`config.mk`:
```
export PLATFORM = sky130hd
export DESIGN_NAME = copro_issue_ctrl
export DESIGN_NICKNAME = d
export VERILOG_FILES = /design/src/rtl/copro_issue_ctrl.sv
export SDC_FILE = /design/constraint.sdc
export NUM_CORES = 1
export LEC_CHECK = 0
export CAP_MARGIN = 40
export CORE_MARGIN = 3
export CORE_UTILIZATION = 38
export DETAILED_ROUTE_END_ITERATION = 8
export PLACE_DENSITY = 0.88
export REMOVE_ABC_BUFFERS = 1
export SYNTH_ARGS = -nofsm -noshare
export SYNTH_HDL_FRONTEND = slang
export SYNTH_SLANG_ARGS = --single-unit
```
`constraint.sdc`:
```
create_clock -name clk -period 2.1 [get_ports clk]
set_clock_uncertainty 0.15 [all_clocks]
set_input_delay 0.21 -clock clk [delete_from_list [all_inputs] [get_ports clk]]
set_output_delay 0.21 -clock clk [all_outputs]
set_load 0.01 [all_outputs]
```
`src/rtl/copro_issue_ctrl.sv`:
```
// Issue controller for custom-opcode coprocessor instructions: stalls the core,
// hands latched operands to the coprocessor and writes the result back once.
module copro_issue_ctrl #(
    parameter int XLEN    = 32,
    parameter int NUM_OPS = 2,
    parameter int TIMEOUT = 0
) (
    input  logic                                      clk,
    input  logic                                      reset,
    input  logic                                      instr_valid,
    input  logic [6:0]                                op,
    input  logic [4:0]                                rd,
    input  logic [XLEN-1:0]                           rs1_val,
    input  logic [XLEN-1:0]                           rs2_val,
    output logic                                      stall,
    output logic                                      cp_req_valid,
    input  logic                                      cp_req_ready,
    output logic [((NUM_OPS > 1) ? $clog2(NUM_OPS) : 1)-1:0] cp_req_sel,
    output logic [XLEN-1:0]                           cp_req_a,
    output logic [XLEN-1:0]                           cp_req_b,
    input  logic                                      cp_resp_valid,
    input  logic [XLEN-1:0]                           cp_resp_data,
    output logic                                      cp_resp_ready,
    output logic                                      wb_en,
    output logic [4:0]                                wb_rd,
    output logic [XLEN-1:0]                           wb_data,
    output logic                                      cp_error
);

    localparam int SEL_W = (NUM_OPS > 1) ? $clog2(NUM_OPS) : 1;
    localparam int CNT_W = (TIMEOUT > 0) ? $clog2(TIMEOUT + 1) : 1;
    localparam logic [7:0]       NUM_OPS_V = 8'(NUM_OPS);
    localparam logic [CNT_W-1:0] CNT_LAST  = (TIMEOUT > 0) ? CNT_W'(TIMEOUT - 1) : '0;
    localparam logic [CNT_W-1:0] CNT_MAX   = '1;

    typedef enum logic [2:0] {
        S_IDLE  = 3'd0,
        S_ISSUE = 3'd1,
        S_WAIT  = 3'd2,
        S_WB    = 3'd3,
        S_ERR   = 3'd4
    } state_t;

    state_t           state;
    state_t           state_nxt;
    logic             custom;
    logic             timed_out;
    logic [CNT_W-1:0] wait_cnt;

    assign custom    = instr_valid & ({1'b0, op} < NUM_OPS_V);
    assign timed_out = (TIMEOUT != 0) && (wait_cnt == CNT_LAST);

    always_ff @(posedge clk) begin
        if (reset) begin
            state <= S_IDLE;
        end else begin
            state <= state_nxt;
        end
    end

    // A response in the same cycle as the timeout wins.
    always_comb begin
        state_nxt = state;
        case (state)
            S_IDLE:  if (custom) state_nxt = S_ISSUE;
            S_ISSUE: if (cp_req_ready) state_nxt = S_WAIT;
            S_WAIT: begin
                if (cp_resp_valid) begin
                    state_nxt = S_WB;
                end else if (timed_out) begin
                    state_nxt = S_ERR;
                end
            end
            S_WB:    state_nxt = S_IDLE;
            S_ERR:   state_nxt = S_IDLE;
            default: state_nxt = S_IDLE;
        endcase
    end

    // Only stall looks at inputs; every other strobe is a pure state decode.
    always_comb begin
        stall         = 1'b0;
        cp_req_valid  = 1'b0;
        cp_resp_ready = 1'b0;
        wb_en         = 1'b0;
        cp_error      = 1'b0;
        case (state)
            S_IDLE:  stall = custom & ~reset;
            S_ISSUE: begin
                stall        = ~reset;
                cp_req_valid = 1'b1;
            end
            S_WAIT: begin
                stall         = ~reset;
                cp_resp_ready = 1'b1;
            end
            S_WB:    wb_en    = |wb_rd;
            S_ERR:   cp_error = 1'b1;
            default: stall    = 1'b0;
        endcase
    end

    always_ff @(posedge clk) begin
        if (reset) begin
            cp_req_a   <= '0;
            cp_req_b   <= '0;
            cp_req_sel <= '0;
            wb_rd      <= '0;
            wb_data    <= '0;
        end else begin
            if (state == S_IDLE && custom) begin
                cp_req_a   <= rs1_val;
                cp_req_b   <= rs2_val;
                cp_req_sel <= op[SEL_W-1:0];
                wb_rd      <= rd;
            end
            if (state == S_WAIT && cp_resp_valid) begin
                wb_data <= cp_resp_data;
            end
        end
    end

    // Counts cycles spent in WAIT; saturates instead of wrapping.
    always_ff @(posedge clk) begin
        if (reset) begin
            wait_cnt <= '0;
        end else if (state == S_ISSUE && cp_req_ready) begin
            wait_cnt <= '0;
        end else if (state == S_WAIT && wait_cnt != CNT_MAX) begin
            wait_cnt <= wait_cnt + CNT_W'(1);
        end
    end

endmodule
```
Yosys cells after proc, flatten, opt, wreduce, memory -nomap -nowiden. Index checks and enable logic that the tools add are counted.

Reductions and logical operators: 6. Magnitude comparators: 1. Bitwise operators: 3. Equality and inequality tests: 7. Muxes and demuxes: 9.

Operators with widths (number): 3-bit 2-to-1 mux (3); 3-bit one-hot mux with 3 select lines (1); 7-bit by 2-bit < comparator with 1-bit output (second input constant) (1); 3-bit by 2-bit equality test with 1-bit output (second input constant) (2); 2-bit != test (second input constant) (3); 5-bit OR reduction (1); 1-bit 2-to-1 mux (4); 3-bit by 1-bit equality test with 1-bit output (second input constant) (1); 3-bit equality test (second input constant) (1); 3-bit logical NOT (1); 3-bit AND reduction (1); 1-bit AND (2); 1-bit logical AND (2); 1-bit one-hot mux with 2 select lines (1); 2-bit OR reduction (1); 1-bit NOT (1).

Flip-flop bits (word level): 105. Word-level logic and storage cells: 32. Input bits: 113. Output and inout port bits: 107.

Depth between registers and ports, before layout. Gate-level depths: netlist (run 1).

Depth in word-level cells: 4. Gate-level depth with buffers: 7.

Least setup slack after synthesis (run 1). No wires, ideal clock.

Kind: flip-flop to flip-flop. Start: register state[0]. End: register wb_data[21]. Slack: 492 ps. Stages on the path, launching flop included: 8. Setup time: 70 ps. Arrival time: 1388 ps. Clock period less this slack: 1608 ps. Data required time: 1880 ps. Cell sequence: dfxtp_1 > inv_1 > ha_1 > and2_1 > clkbuf_1 > clkbuf_1 > nand2_1 > a21oi_1.

Cells in the longest elaborated chain, start to end: 2.

Ends and longest elaborated chain: start: declaration (line 44) `state_t state;`; start signal: assignment (line 57) `state <= state_nxt;`; 3-bit by 2-bit equality test with 1-bit output (line 117) `if (state == S_WAIT && cp_resp_valid) begin`; 1-bit logical AND (line 117); end signal: assignment (line 118) `wb_data <= cp_resp_data;`; end: declaration (line 26) `output logic [XLEN-1:0] wb_data,`.

Every way passes these cells. A chain may end at the register's enable or synchronous reset.

Final worst setup path (run 1).
Start: register wb_rd[0]. End: output port wb_en.

Cells in the longest elaborated chain, start to end: 2.

Ends and longest elaborated chain: start: declaration (line 25) `output logic [4:0] wb_rd,`; start signal: assignment (line 115) `wb_rd <= rd;`; 5-bit OR reduction (line 97) `S_WB: wb_en = |wb_rd;`; 1-bit 2-to-1 mux (line 87) `case (state)`; end: declaration (line 24) `output logic wb_en,`.

Every way passes these cells.

==> results.cfg, run 1 <==
[status]
outcome = completed

[clock_network]
tritoncts = yes
hold_buffers = 0
root_buffer = clkbuf_8
htreeDepth = 3
cts_resized = 4
postCtsSetupRepairBufs = 0
cts_buffers = 9
clkTransAtPathRegs_ns = 0.09
cts_sinks = 104
clock_latency_ns = 0.34
clock_path_buffers = 2

[hold_path]
hold_path.startpoint = reset
holdPathEnd = state[0]
hold_class = input port to flip-flop
hold_path_depth = 4

[layout]
final_layout_size_suffix_gt1_share_pct = 4.706
finalNetCount = 792
utilization_pct = 65.79
area_delta_synth_final_pct = 65.09
final_common_cell = clkdlybuf4s50_1
post_layout_nonfiller_instances = 809
final_cell_mix = 215 x clkdlybuf4s50_1, 205 x nand2_1, 102 x a21oi_1, 102 x dfxtp_1, 9 x clkbuf_8
num_antenna_cells = 0
final_area_um2 = 6195

[placement]
dp_cells = 793
dpl-instance-area_um2 = 5997
hpwl_um = 8668
port_buffers = 218
place_congestion = 0.7702

[power]
sequentialPowerShare_pct = 55.4
sw_frac_of_total_pct = 22.29
internal_power_mw = 2.808
p_leak_nw = 2.086
p_sw_mw = 0.8057
p_clk_share_pct = 33.7
ir_drop_v = 0.0003692
power_density_nw_per_um2 = 583.4
power_frac_comb_pct = 10.8
power_mw = 3.614

[setup_path]
required_ns = 1.74
r2r_end = cp_req_a[3]
slowest_delay_ns = 0.53
startpoint_type = flip-flop
r2r_setup_slack_ns = 0.39
path_max_fanout = 3
timing.rr.start = state[0]
crit_arrival_ns = 1.66
crit_path_end_kind = output pin
rr_worst_depth = 6
crit_type = flip-flop to output pin
crit_chain = or4_1 -> o21a_1 -> dlygate4sd2_1
slowest_stage = or4_1

[routing]
drc_errors = 0
drtIter0Drc = 125
wirelength_um = 11480
wire_per_inst_um = 14.18
ant_nets = 0
first_pass_iters = 5
vias = 3863
vias_per_cell = 4.775

[timing]
rsz0062_at_grt = no
worst_pin_slew_ns = 0.5289
timing.fmax_ghz = 0.4959
slew_headroom_pct = 64.74
min_period_over_period_pct = 96.02
fin_crit_ns = 2.016
hold_viol = 0
drv_slew = 0
setup_viol = 0
tns_ns = 0

[floorplanning]
start_util_pct = 39.85
die_area_um2 = 11100
rows = 35
core-area_um2 = 9415
ios = 220
die_w_um = 105.4
die_y_um = 105.4

[logic_synthesis]
synth_seq_area_share_pct = 55.49
synth_area_leader_cell = dfxtp_1
syn_avg_cell_area_um2 = 7.950
netlist.area_leader.share_pct = 55.49
yosysUniqueCellTypes = 23
syn_area_um2 = 3752
synth.area.top_cells = dfxtp_1 55%, nand2_1 21%, a21oi_1 14%
yosysWarnings = 0
synth-seq-cells = 104
syn_inst = 472

[global_routing]
grt.overflow.total = 0
antenna_found_initial = 0
grtUsageTotal_pct = 20.49
grt_max_degree = 71
grt_pass1_wl_um = 18630
first_global_vias = 3856

[flow_run]
max_cap_viol_count = 0
-- synthesized netlist by cell type --
master and number:
o21a_1 2, inv_1 4, conb_1 1, mux2i_1 2, a21oi_1 102, nor3_1 1, nor4b_2 1, a21bo_2 1
buf_6 8, nand3_1 1, and3_1 1, o21ai_0 1, o221ai_1 1, clkbuf_1 23, and2_1 1, buf_4 1
nand2_1 205, nor2_1 1, dfxtp_1 104, or4_1 1, buf_1 3, nand2b_1 3, ha_1 4
-- through the flow --
stage / setup WS (ns) / hold WS (ns)
2_1_floorplan: -0.3527 / 0.1291
3_3_place_gp: -0.06421 / 0.2904
3_5_place_dp: -0.09937 / 0.2962
4_1_cts: 0.05097 / 0.04130
5_1_grt: 0.01921 / 0.04656
6_report: 0.08365 / 0.05813
-- worst max-delay path, delay by kind of cell, from the launching register on --
kind            cells  cell delay (ns)
simple gates        1             0.53
buf+inv             1             0.28
flops               1             0.33
compound gates      1             0.18
-- worst max path at each step --
stage	slack (ns)	start	endpoint
CTS	0.05	wb_rd[0]	wb_en
detailed placement	-0.1	op[4]	stall
global route	0.02	wb_rd[0]	wb_en
finish	0.08	wb_rd[0]	wb_en
global placement	-0.06	op[4]	stall
floorplan	-0.35	op[4]	stall
-- kinds of logic after synthesis --
family                   share of synthesized area [%]
AND/OR/NAND/NOR                                  22.31
multiplexers                                    0.5335
adder cells (fa/ha/maj)                          1.334
flip-flops                                       55.49
buffers and inverters                            5.602
AO/OA/AOI/OAI                                    14.64
other                                          0.09994
-- power by group through the flow --
stage	logic, mW	registers [mW]	clock network (mW)
2_1_floorplan	0.0774	2.05	0
3_3_place_gp	0.381	2.05	0
3_5_place_dp	0.392	2.05	0
4_1_cts	0.393	2.00	1.27
5_1_grt	0.418	2.01	1.34
6_report	0.392	2.00	1.22
-- registers in the layout, indices dropped and copies added, names as in the netlist --
name,flops
state,2
cp_req_sel,1
cp_req_a,32
wb_rd,5
wb_data,32
cp_req_b,32
-- layer usage --
layer	part of all wire [%]	GRT usage, %
met5	0	0
met1	40	22.85
met2	49	36.38
met4	1.3	5.998
met3	10	7.471
-- layout make-up --
cell class / count / area, um2
flip-flops and latches: 104 / 2085
well taps: 129 / 161.4
inverters: 4 / 15.01
multi-input cells: 329 / 1469
clock inverters: 6 / 67.56
fillers: 775 / 3221
clock buffers: 10 / 127.6
repair buffers: 227 / 2270
Note: power is estimated with default switching activity, not from simulation.
==> run 2, diff against run 1 <==
--- a/config.mk
+++ b/config.mk
@@ -6,6 +6,7 @@
 export NUM_CORES = 1
 export LEC_CHECK = 0
 export CAP_MARGIN = 40
+export CORE_ASPECT_RATIO = 0.6
 export CORE_MARGIN = 3
 export CORE_UTILIZATION = 38
 export DETAILED_ROUTE_END_ITERATION = 8
==> results.cfg, run 2 (synthesis results as in run 1) <==
[status]
outcome = completed

[routing]
drc_errors = 0
first_pass_iters = 4
drtIter0Drc = 170
wirelength_um = 11770
vias_per_cell = 4.752
ant_nets = 0
vias = 3849
wire_per_inst_um = 14.53

[clock_network]
clkTransAtPathRegs_ns = 0.07
root_buffer = clkbuf_16
clock_latency_ns = 0.33
clock_path_buffers = 2
cts_buffers = 9
tritoncts = yes
htreeDepth = 3
cts_sinks = 104

[setup_path]
crit_path_end_kind = output pin
startpoint_type = flip-flop
path_buf_inv = 1
r2r_end = cp_req_a[1]
required_ns = 1.74
slowest_stage = or4_1
crit_chain = or4_1 -> o21a_1 -> dlygate4sd2_1
rr_worst_depth = 6
path_max_fanout = 3
slowest_delay_ns = 0.53
crit_arrival_ns = 1.64
path_delay_family = simple AND/OR/NAND/NOR gates
timing.rr.start = state[0]
r2r_setup_slack_ns = 0.37
crit_type = flip-flop to output pin

[hold_path]
holdPathEnd = cp_req_b[11]
hold_class = input port to flip-flop
hold_path_depth = 3
hold_path.startpoint = rs2_val[11]

[timing]
timing.fmax_ghz = 0.4989
hold_viol = 0
worst_pin_slew_ns = 0.5650
setup_viol = 0
slew_headroom_pct = 62.33
min_period_over_period_pct = 95.44
rsz0062_at_grt = no
fin_crit_ns = 2.004
drv_slew = 0

[floorplanning]
die_area_um2 = 11140
die_y_um = 82.97
core-area_um2 = 9392
die_w_um = 134.3
start_util_pct = 39.95
ios = 220
rows = 27

[layout]
final_cell_mix = 215 x clkdlybuf4s50_1, 205 x nand2_1, 102 x a21oi_1, 102 x dfxtp_1
final_layout_size_suffix_gt1_share_pct = 4.706
post_layout_nonfiller_instances = 810
final.fill_count = 741
finalNetCount = 793
area_delta_synth_final_pct = 68.66
regArea_um2 = 2085
utilization_pct = 67.39
final_common_cell = clkdlybuf4s50_1
final_area_um2 = 6329
num_antenna_cells = 0
multi_input_area_um2 = 1469
top_regs = cp_req_a (32), cp_req_b (32), wb_data (32)

[global_routing]
antenna_found_initial = 0
grt_max_degree = 71
grt.overflow.total = 0
grt_pass1_wl_um = 18770
first_global_vias = 3904
grtUsageTotal_pct = 20.31

[placement]
dp_cells = 794
hpwl_um = 8785
place_congestion = 0.7575
port_buffers = 218
dpl-instance-area_um2 = 5986

[flow_run]
max_cap_viol_count = 0

[power]
power_mw = 4.208
power_density_nw_per_um2 = 664.8
ir_drop_v = 0.0004944
p_leak_nw = 2.155
run 2: changes by cell type in the layout (fill, tap and decap cells not counted), moves of 2 or more:
| cell | previous run | this run |
|---|---|---|
| clkbuf_16 | 0 | 9 |
| clkbuf_8 | 9 | 2 |
| clkinv_4 | 0 | 2 |
| clkinvlp_4 | 2 | 0 |
| inv_6 | 2 | 0 |
run 2: through the flow:
step           setup TNS (ns)  hold WS, ns  setup WS [ns]
2_1_floorplan          -21.92       0.1291        -0.3527
5_1_grt                     0       0.2641        0.03602
4_1_cts                     0       0.2599        0.05063
3_5_place_dp          -0.1154       0.2969        -0.1154
6_report                    0       0.2728        0.09566
3_3_place_gp         -0.07376       0.2905       -0.07376
run 2: worst min-delay path, stage by stage:
cell	delay [ns]
clkdlybuf4s50_1	0.39
nand2_1	0.05
a21oi_1	0.05
run 2: how the worst max path moves through the flow:
stage             start     to  slack, ns  cells past startpoint
2_1_floorplan     op[4]  stall      -0.35                      3
3_3_place_gp      op[4]  stall      -0.07                      5
3_5_place_dp      op[4]  stall      -0.12                      5
4_1_cts        state[0]  stall       0.05                      5
6_report       wb_rd[0]  wb_en        0.1                      3
5_1_grt        state[0]  stall       0.04                      5
run 2: final cells by class:
| class | instances | share of cell area [%] |
|---|---|---|
| clock buffers | 11 | 3.994 |
| clock inverters | 4 | 1.226 |
| inverters | 4 | 0.2372 |
| multi-input cells | 329 | 23.21 |
| flip-flops and latches | 104 | 32.94 |
| well taps | 130 | 2.570 |
| repair buffers | 228 | 35.82 |
run 2: metal layers:
layer	GRT usage [%]	wire [um]	vias up
met5	0	0	-
met4	7.116	310	0
met3	7.809	1087	29
met2	34.78	5601	151
met1	23.19	4774	1756
li1	-	-	1913
run 2: where the power goes:
part | internal (mW) | leakage, nW | switching (mW)
clock network | 1.11 | 0.162 | 0.701
logic | 0.259 | 1.15 | 0.137
registers | 1.99 | 0.839 | 0.0125
run 2: what timing repair did:
| action | CTS | global route |
|---|---|---|
| endpoints found under the hold margin | 4 | 0 |
| gates resized for setup | 4 | 1 |
| setup endpoints to repair | 2 | 1 |
| hold buffers | 1 | 0 |
| buffers inserted | 0 | 0 |
